### src/rtl/logic32_result_stage.sv
// Registered AND/OR/XOR/NOT result stage with zero/neg flags and a 2-entry skid buffer; 1-cycle latency.
// InReady depends only on skid occupancy, so OutReady back-pressure never reaches upstream combinationally.
module logic32_result_stage #(
   parameter int WIDTH = 32,
   parameter int CNT_W = 16
) (
   input  logic             Clk,
   input  logic             Rst,
   input  logic [WIDTH-1:0] In1,
   input  logic [WIDTH-1:0] In2,
   input  logic [1:0]       Op,
   input  logic             InValid,
   output logic             InReady,
   output logic [WIDTH-1:0] Out,
   output logic             Zero,
   output logic             Neg,
   output logic             OutValid,
   input  logic             OutReady,
   output logic [CNT_W-1:0] DoneCnt
);

   typedef struct packed {
      logic [WIDTH-1:0] dat;
      logic             zero;
      logic             neg;
   } entry_t;

   entry_t           main_q, main_d, skid_q, skid_d, new_e;
   logic             main_vld_q, main_vld_d, skid_vld_q, skid_vld_d;
   logic [CNT_W-1:0] cnt_q, cnt_d;
   logic [WIDTH-1:0] res;
   logic             accept, take;

   assign accept = InValid && !skid_vld_q;
   assign take   = main_vld_q && OutReady;

   // NOT never looks at In2, so unknown In2 cannot leak into the result.
   always_comb begin
      res = '0;
      case (Op)
         2'b00:   res = In1 & In2;
         2'b01:   res = In1 | In2;
         2'b10:   res = In1 ^ In2;
         default: res = ~In1;
      endcase
      new_e.dat  = res;
      new_e.zero = (res == '0);
      new_e.neg  = res[WIDTH-1];
   end

   always_ff @(posedge Clk) begin
      if (Rst) begin
         main_q     <= '0;
         skid_q     <= '0;
         main_vld_q <= 1'b0;
         skid_vld_q <= 1'b0;
         cnt_q      <= '0;
      end else begin
         main_q     <= main_d;
         skid_q     <= skid_d;
         main_vld_q <= main_vld_d;
         skid_vld_q <= skid_vld_d;
         cnt_q      <= cnt_d;
      end
   end

   always_comb begin
      main_d     = main_q;
      skid_d     = skid_q;
      main_vld_d = main_vld_q;
      skid_vld_d = skid_vld_q;
      cnt_d      = cnt_q + {{(CNT_W-1){1'b0}}, take};
      case ({main_vld_q, skid_vld_q})
         2'b00: begin
            if (accept) begin
               main_d     = new_e;
               main_vld_d = 1'b1;
            end
         end
         2'b10: begin
            if (accept && take) begin
               main_d = new_e;
            end else if (accept) begin
               skid_d     = new_e;
               skid_vld_d = 1'b1;
            end else if (take) begin
               main_vld_d = 1'b0;
            end
         end
         2'b11: begin
            if (take) begin
               main_d     = skid_q;
               skid_vld_d = 1'b0;
            end
         end
         default: begin
         end
      endcase
   end

   always_comb begin
      InReady  = !skid_vld_q;
      OutValid = main_vld_q;
      Out      = main_q.dat;
      Zero     = main_q.zero;
      Neg      = main_q.neg;
      DoneCnt  = cnt_q;
   end

endmodule

### config.mk
export PLATFORM = sky130hd
export DESIGN_NAME = logic32_result_stage
export DESIGN_NICKNAME = d
export VERILOG_FILES = /design/src/rtl/logic32_result_stage.sv
export SDC_FILE = /design/constraint.sdc
export NUM_CORES = 1
export LEC_CHECK = 0
export ABC_AREA = 1
export CORE_MARGIN = 5
export CORE_UTILIZATION = 35
export CTS_BUF_LIST = sky130_fd_sc_hd__clkbuf_4 sky130_fd_sc_hd__clkbuf_8
export CTS_CLUSTER_SIZE = 14
export DETAILED_ROUTE_END_ITERATION = 12
export HOLD_SLACK_MARGIN = 0.08
export PLACE_DENSITY = 0.68
export SKIP_LAST_GASP = 1
export SLEW_MARGIN = 20
export SYNTH_ARGS = -nofsm -noshare
export SYNTH_HDL_FRONTEND = slang
export SYNTH_SLANG_ARGS = --single-unit
### constraint.sdc
create_clock -name Clk -period 4 [get_ports Clk]
set_input_delay 0.8 -clock Clk [delete_from_list [all_inputs] [get_ports Clk]]
set_output_delay 0.8 -clock Clk [all_outputs]
set_load 0.05 [all_outputs]
==> impl_metrics.csv <==
group,metric,value,unit
power_and_ir_drop,total_power,2.171,mW
route,wirelength,15.92,mm
sta,fin_crit_sh,70.13,%
clocking,numCtsBuffers,9,
route,drcViolationCount,0,
floorplanning,die_x,134.1,microns
sta,fin_skew,0.01091,ns
floorplanning,dieArea,17970,sq um
setup_path,crit_type,"input port to flop",
yosys,postSynth.asyncResetShare,0,%
yosys,synth.mux.area_fraction,0,%
sta,final_max_slew_viol_count,0,
setup_path,crit_fanout,13,
global_routing,grt_max_degree,69,
setup_path,critPathLaunchType,"input port",
yosys,postSynthAreaPerCell,6.700,sq um
job,maxCapViolCount,0,
place,placedInstanceArea,6730,sq um
route,ant_nets,0,
yosys,synth_edf_count,0,
place,numPortBuffers,121,
worst_hold_path,min_path_type,"flop to flop",
worst_hold_path,min_from,"DoneCnt[14]$_SDFF_PP0_",
global_routing,track_usage,18.30,%
setup_path,r2r-start,"OutValid$_SDFFE_PP0P_",
global_routing,grt_overflow,0,
layout,layout_commonest_cell,"nand2_1",
yosys,synth_seq_cells,84,
route,vias_per_cell,4.994,
clocking,cts_resized,0,
power_and_ir_drop,power.density,314.3,nW/um^2
yosys,synth_cells,804,
clocking,cts_tree,"built",
route,num_vias,5463,
setup_path,cp.required,4.27,ns
route,drt_pass1_iterations,5,
yosys,synth-xor-area-share,0,%
clocking,clkTransAtPathRegs,0.09,ns
floorplanning,initial_core_util,35.56,%
sta,rsz0062_at_grt,"no",
yosys,netlist_area,5386,sq um
power_and_ir_drop,power_leakage,3.213,nW
yosys,synth-seq-area-share,31.22,%
clocking,clock_latency,0.37,ns
sta,fmax,0.3565,GHz
sta,period_minus_slack,2.805,ns
sta,maxSlewHeadroom,30.45,%
layout,layout-drive-gt1-share,3.532,%
clocking,clock_sinks,84,
floorplanning,rows,45,
floorplanning,core,15150,sq um
setup_path,critPathArrivalTime,3.08,ns
yosys,yosys.area_share.simple,23.32,%
yosys,synth_flop_cell,"dfxtp_1",
yosys,synth_top_family_by_area,"simple AND/OR/NAND/NOR gates",
route,wl_per_cell,14.55,microns
layout,postLayoutCellArea,6908,sq um
setup_path,end_kind,"flop",
layout,syn_to_final_growth,28.25,%
outcome,status,"finished, final reports clean",
sta,final.setup.tns,0,ns
layout,antennaDiodeCount,0,
yosys,synth.distinct_cells,20,
power_and_ir_drop,irDropWorstVdd,0.0001409,V
global_routing,grt_pass1_wl,26.68,mm
layout,finish.utilization,45.61,%
sta,hold_viol,0,
yosys,synth_compound_area_share,19.12,%
sta,setup_viol,0,
global_routing,antenna_found_initial,0,
yosys,yosys_warnings,0,
yosys,synthAdderAreaFrac,15.33,%
layout,nets,1037,
layout,final_cell_mix,"172 x nand2_1, 121 x clkdlybuf4s50_1, 109 x a21oi_1",
yosys,syn_nets,940,
place,place_congestion,0.7907,
clocking,root_buffer,"clkbuf_8",
clocking,clockBufferDepth,2,
setup_path,startpoint,"Op[0]",
clocking,cts_hold_buf,0,
place,hpwl,11.08,mm
floorplanning,die_h,134.1,microns
global_routing,grt_pass1_vias,5373,
clocking,htreeDepth,3,
clocking,cts_setup_buffers,0,
route,drt_iter0_drc,446,
sta,worst_pin_slew,1.039,ns
floorplanning,num_io_pins,122,
-- per-stage QoR --
stage / setup slack (ns) / cells / hold WS (ns)
global placement: 0.8126 / 1078 / 0.4722
floorplan: 1.611 / 804 / 0.4795
CTS: 1.190 / 1094 / 0.4902
finish: 1.195 / 1094 / 0.4876
global route: 0.9003 / 1094 / 0.5103
detailed placement: 0.7718 / 1078 / 0.4754
-- routing by layer --
layer	vias to the layer above	routed length (microns)	global-route usage, %
met5	-	0	0
met1	2463	7297	23.80
met2	165	7397	30.74
li1	2817	-	-
met3	18	1007	3.751
met4	0	220	5.373
-- synthesized netlist by cell type, types with 3 or more instances --
| cell type | instances | area (sq um) |
|---|---|---|
| dfxtp_1 | 84 | 1682 |
| clkbuf_1 | 35 | 131.4 |
| inv_1 | 105 | 394.1 |
| nor2_1 | 29 | 108.9 |
| nand4_1 | 3 | 18.77 |
| nor3_1 | 6 | 30.03 |
| a21oi_1 | 109 | 545.5 |
| o21ai_0 | 94 | 470.5 |
| nand2_1 | 172 | 645.6 |
| buf_2 | 9 | 45.04 |
| nand3_1 | 79 | 395.4 |
| ha_1 | 66 | 825.8 |
| nand3b_1 | 6 | 45.04 |
-- cells by family (layout without fill, tap and decap cells) --
kind of cell               Yosys count  after routing
AOI/OAI and AO/OA                  205            205
buffers and inverters              152            254
adders and majority gates           66             66
DFF                                 84             84
and+or+nand+nor                    297            297
-- path summary, 6_finish.rpt --
check / slack [ns] / depth (start not counted) / to
min: 0.49 / 2 / DoneCnt[14]$_SDFF_PP0_
max reg2reg: 1.86 / 13 / DoneCnt[14]$_SDFF_PP0_
max: 1.19 / 14 / Zero$_SDFFE_PP0P_
min reg2reg: 0.49 / 2 / DoneCnt[14]$_SDFF_PP0_
-- worst max-delay path: stages --
cell and delay [ns]:
clkdlybuf4s50_1 0.55, inv_2 0.14, nor2_1 0.80, nand2_1 0.10, nand3_1 0.13, nand2_1 0.08, nand2_1 0.07, nor2_1 0.04
nand2_1 0.06, nor2_1 0.04, nand2_1 0.07, nand2_1 0.05, nand2_1 0.08, a21oi_1 0.06
-- registers in the layout, summed over array words and instances (netlist names) --
signal / count
skid_q: 33
Out: 32
DoneCnt: 16
OutValid: 1
Zero: 1
skid_vld_q: 1
-- final cells by class --
type                            count  area, sq um
Fill cell                        1552         8238
Multi-Input combinational cell    568         3122
Sequential cell                    84         1682
Timing Repair Buffer              132         1294
Inverter                          106        397.9
Tap cell                          188        235.2
Clock buffer                       12        152.6
Clock inverter                      4        25.02
-- power by group --
group / total (mW) / switching (mW) / leakage (nW) / internal, mW
sequential: 0.932 / 0.0327 / 0.689 / 0.900
clock: 0.578 / 0.323 / 0.0892 / 0.255
combinational: 0.661 / 0.421 / 2.44 / 0.240
total: 2.17 / 0.777 / 3.21 / 1.39
(Power assumes the default switching activity.)
==> RTL edit 1, RTL diff (config.mk and constraints unchanged) <==
Change the parameter `CNT_W` from 16 to 32.
--- a/src/rtl/logic32_result_stage.sv
+++ b/src/rtl/logic32_result_stage.sv
@@ -3,5 +3,5 @@
 module logic32_result_stage #(
    parameter int WIDTH = 32,
-   parameter int CNT_W = 16
+   parameter int CNT_W = 32
 ) (
    input  logic             Clk,
Interface: changed (resized DoneCnt); port bits go from 122 to 138. No check against the original RTL was run, so the function may have changed too.
==> RTL edit 1 against the unedited design <==
  * Die area grew 14%
  * Sequential cell count grew 16
  * Hold slack lost 1.2 ps
  * First-iteration DRC count shrank 7.6%
  * Area after synthesis grew 15%
  * Routed wire length grew 13%
  * Total power grew 13%
  * Utilization grew 0.41 points
  * Design area grew 16%
  * Setup slack lost 81 ps
  * Synthesized cell count grew 16%
==> RTL edit 1: results (changes against the unedited design) <==
metric;value;unit;change
status;finished clean;;
Pint;0.00160;W;+15%
Vias/cell;4.93;;-1.3%
Placement Cell Area;7780;um^2;+16%
first-pass GRT wire length;29.4;mm;+10%
WL met1;8.58;mm;+18%
Post-CTS Resized;0;;unchanged
met3 Use GR;0.0311;;-0.00636
WL/cell;14.2;um;-2.7%
Total GRT Usage;0.176;;-0.00690
Slowest cell on crit path;clkdlybuf4s50_1;;
Distinct cells, synth;28;;+40%
top cells by area, synth;dfxtp_1 (32%), ha_1 (13%), nand2_1 (13%);;
synth cell count leaders;nand2_1 (212), inv_1 (119), a21oi_1 (115);;
reg2reg setup slack;1550;ps;-310 ps
delay of the slowest critical-path stage;460;ps;-340 ps
CP Capture Point;DoneCnt[24];;
Antenna Violating Nets Remaining;0;;unchanged
worst hold start;Zero;;
fraction of layout cells with a size suffix above 1;0.0372;;+0.00189
met2 WL post-DR;8.12;mm;+9.7%
Critical Path Fanout Max;4;;-9
CP startpoint;OutReady;;
P_leak;3.53;nW;+10%
Clock Path Buffers;2;;unchanged
Fillers;1751;;+13%
total gr overflow;0;;unchanged
Post CTS Setup Buffer Count;0;;unchanged
sequential element share of the synthesized area;0.323;;+0.0108
dpl hpwl;13.1;mm;+18%
Peak VDD IR;0.000149;V;+5.7%
WP data arrival;3150;ps;+70 ps
met3 WL post-DR;1.21;mm;+20%
met1 GRT Util;0.252;;+0.0136
Worst-path clk slew;110;ps;+20 ps
final period utilization;0.721;;+0.0202
GR peak layer;met2;;
DR iter-0 viols;412;;-7.6%
Routability Congestion;0.825;;+4.3%
Port-buffer cells;137;;+13%
Slew HR;0.285;;-0.0197
vias in the first global route;5788;;+7.7%
met2 Usage GRT;0.281;;-0.0260
WHS Endpoint;Zero;;
clk root buf;clkbuf_8;;
final net count;1179;;+14%
worst slack at placement;692;ps;-79.4 ps
Top reg by flops;skid_q;;
Syn Nets;1066;;+13%
RR Endpoint;Out[29];;
drt first pass iters;5;;unchanged
hold depth;2;;unchanged
largest net degree at the start of global routing;67;;-2.9%
Worst R2R Path Depth;5;;-8
Worst Clk Skew;12.2;ps;+1.31 ps
## RTL edit 1: cell types whose count changed after synthesis, moves of 3 or more
cell | before | now
nor3_1 | 6 | 10
o31ai_1 | 0 | 3
nand3_1 | 79 | 84
inv_1 | 105 | 119
a21oi_1 | 109 | 115
nor2_1 | 29 | 55
nand2_1 | 172 | 212
dfxtp_1 | 84 | 100
nand3b_1 | 6 | 3
## RTL edit 1: through the flow
step / power, W / hold slack (ps) / instances
global placement: 0.00178 / 468 / 1257
CTS: 0.00248 / 493 / 1273
floorplan: 0.00152 / 479 / 930
finish: 0.00245 / 486 / 1273
global route: 0.00260 / 531 / 1273
detailed placement: 0.00179 / 478 / 1257
## RTL edit 1: logic make-up (layout without fill, tap and decap cells)
kind of cell / count (synthesis) / count (layout) / synth area share
XOR/XNOR: 4 / 4 / 0.00565
AO/OA/AOI/OAI: 214 / 214 / 0.174
AND/OR/NAND/NOR: 378 / 378 / 0.259
adder cells (fa/ha/maj): 66 / 66 / 0.133
buffers and inverters: 168 / 286 / 0.105
flip-flops: 100 / 100 / 0.323
## RTL edit 1: cell type report
type / count / area, um^2 / share of cell area
well taps: 225 / 282 / 0.0352
multi-input cells: 662 / 3560 / 0.445
clock inverters: 7 / 81.3 / 0.0102
flip-flops and latches: 100 / 2000 / 0.251
clock buffers: 9 / 124 / 0.0155
inverters: 121 / 454 / 0.0569
repair buffers: 149 / 1490 / 0.186
## RTL edit 1: power by group through the flow
stage	Combinational, W	Sequential [W]	Clock (W)
CTS	0.000674	0.00110	0.000711
finish	0.000671	0.00109	0.000687
global route	0.000742	0.00110	0.000755
global placement	0.000665	0.00112	0
floorplan	0.000282	0.00124	0
detailed placement	0.000671	0.00112	0
## RTL edit 1: tightest hold or removal path: stages (launching register included)
cell and delay, ps:
dfxtp_1 330, nand2_1 60, a21oi_1 60
==> RTL edit 2, RTL diff (same settings) <==
Without the edit above. Put a register stage on the output `DoneCnt`, cleared by the reset. The value now appears one clock later. The other outputs are not delayed to match.
--- a/src/rtl/logic32_result_stage.sv
+++ b/src/rtl/logic32_result_stage.sv
@@ -25,4 +25,6 @@
       logic             neg;
    } entry_t;
+
+   logic [CNT_W-1:0] DoneCnt_d;
 
    entry_t           main_q, main_d, skid_q, skid_d, new_e;
@@ -105,5 +107,13 @@
       Zero     = main_q.zero;
       Neg      = main_q.neg;
-      DoneCnt  = cnt_q;
+      DoneCnt_d = cnt_q;
+   end
+
+   always_ff @(posedge Clk) begin
+      if (Rst) begin
+         DoneCnt <= '0;
+      end else begin
+         DoneCnt <= DoneCnt_d;
+      end
    end
 
Function: changed (Yosys sat finds a counterexample within 4 cycles, from zero or initial values and one cycle with Rst high).
==> RTL edit 2 against the unedited design <==
  * Count of clock-buffer cells in the layout fell by 1
  * Design area rose by 6.9%
  * Register-to-register slack got worse by 310 ps
  * Routed wire length fell by 0.26%
  * Combinational power fell by 11%
  * Setup slack improved by 130 ps
  * Total power rose by 10%
  * Clock skew rose by 2.0 ps
  * Sequential cell count rose by 16
  * Area after synthesis rose by 9.3%
==> RTL edit 2: results (changes against the unedited design) <==
metric;value;unit;change
Critical Path Fanout Max;43;;+30
htree depth;3;;unchanged
Worst-path clk slew;100;ps;
final net count;1068;;+3.0%
top sig layer;met4;;
Total GRT Usage;0.161;;-0.0221
sequential element share of the synthesized area;0.340;;+0.0279
vias in the first global route;5359;;-0.26%
Syn Inst Count;842;;+4.7%
largest net degree at the start of global routing;65;;-5.8%
Layout Cells excl Fill;1157;;+5.8%
ys async rst share;0;;unchanged
Largest register FFs;33;;unchanged
area of the multi-input gates;3210;um^2;+2.7%
yosys warns;0;;unchanged
WP data arrival;2990;ps;-90 ps
Diodes inserted;0;;unchanged
Syn Nets;978;;+4.0%
hold depth;2;;unchanged
Placement Cell Area;7160;um^2;+6.4%
Vias/cell;4.80;;-3.9%
dpl hpwl;11.0;mm;-0.71%
worst slack at placement;942;ps;+170 ps
DRC viols;0;;unchanged
final slew viol count;0;;unchanged
worst hold start;DoneCnt_d[14];;
first-pass GRT wire length;26.1;mm;-2.1%
Worst-Skew Late Latency;370;ps;about the same
Worst Clk Skew;12.9;ps;+1.97 ps
reg2reg setup slack;1550;ps;-310 ps
TritonCTS Buffers;9;;unchanged
RR Endpoint;Out[11];;
Worst R2R Path Depth;5;;-8
WL met1;7.52;mm;+3.0%
status;finished clean;;
CP Capture Point;Zero;;
Distinct cells, synth;26;;+30%
met2 Usage GRT;0.263;;-0.0443
met2 WL post-DR;7.35;mm;-0.66%
met1 GRT Util;0.221;;-0.0175
WHS Endpoint;DoneCnt[14];;
WL/cell;13.7;um;-5.7%
Top reg by flops;skid_q;;
met3 Use GR;0.0288;;-0.00869
DR iter-0 viols;252;;-43%
top cells by area, synth;dfxtp_1 (34%), ha_1 (14%), nand2_1 (11%);;
Slew HR;0.298;;-0.00676
Peak VDD IR;0.000152;V;+8.1%
fraction of layout cells with a size suffix above 1;0.0416;;+0.00630
met3 WL post-DR;825;um;-18%
P_leak;3.36;nW;+4.5%
synth cell count leaders;nand2_1 (165), inv_1 (110), a21oi_1 (109);;
Max Freq;0.374;GHz;+4.8%
Clock Path Buffers;2;;unchanged
Fillers;1663;;+7.2%
Routability Congestion;0.793;;+0.27%
WHS;437;ps;-50.9 ps
r2r startpoint;OutValid;;
RTL edit 2: cells by family after synthesis:
family / share of synthesized area
fa+ha+maj: 0.140
buf+inv: 0.116
flops: 0.340
simple gates: 0.226
compound gates: 0.177
RTL edit 2: power breakdown:
group,switching [W],internal [W]
clock network,0.000358,0.000370
registers,0.0000275,0.00104
logic,0.000373,0.000217
total,0.000759,0.00163
RTL edit 2: area by class of cell:
cell class,instances,area share
clock buffer,11,0.0188
clock inverter,5,0.0115
inverter,114,0.0586
multi-input combinational,580,0.434
sequential,100,0.271
tap,220,0.0373
timing repair buffer,127,0.169
RTL edit 2: worst max-delay path: stages:
cell,delay (ps)
buf_2,670
nand2_2,130
inv_2,460
nand2_1,150
nand2_1,140
nand2_1,60
nor2_1,110
nand2_1,70
nor2_1,100
nand2_1,80
nand2_1,60
nand2_1,70
a21oi_2,110
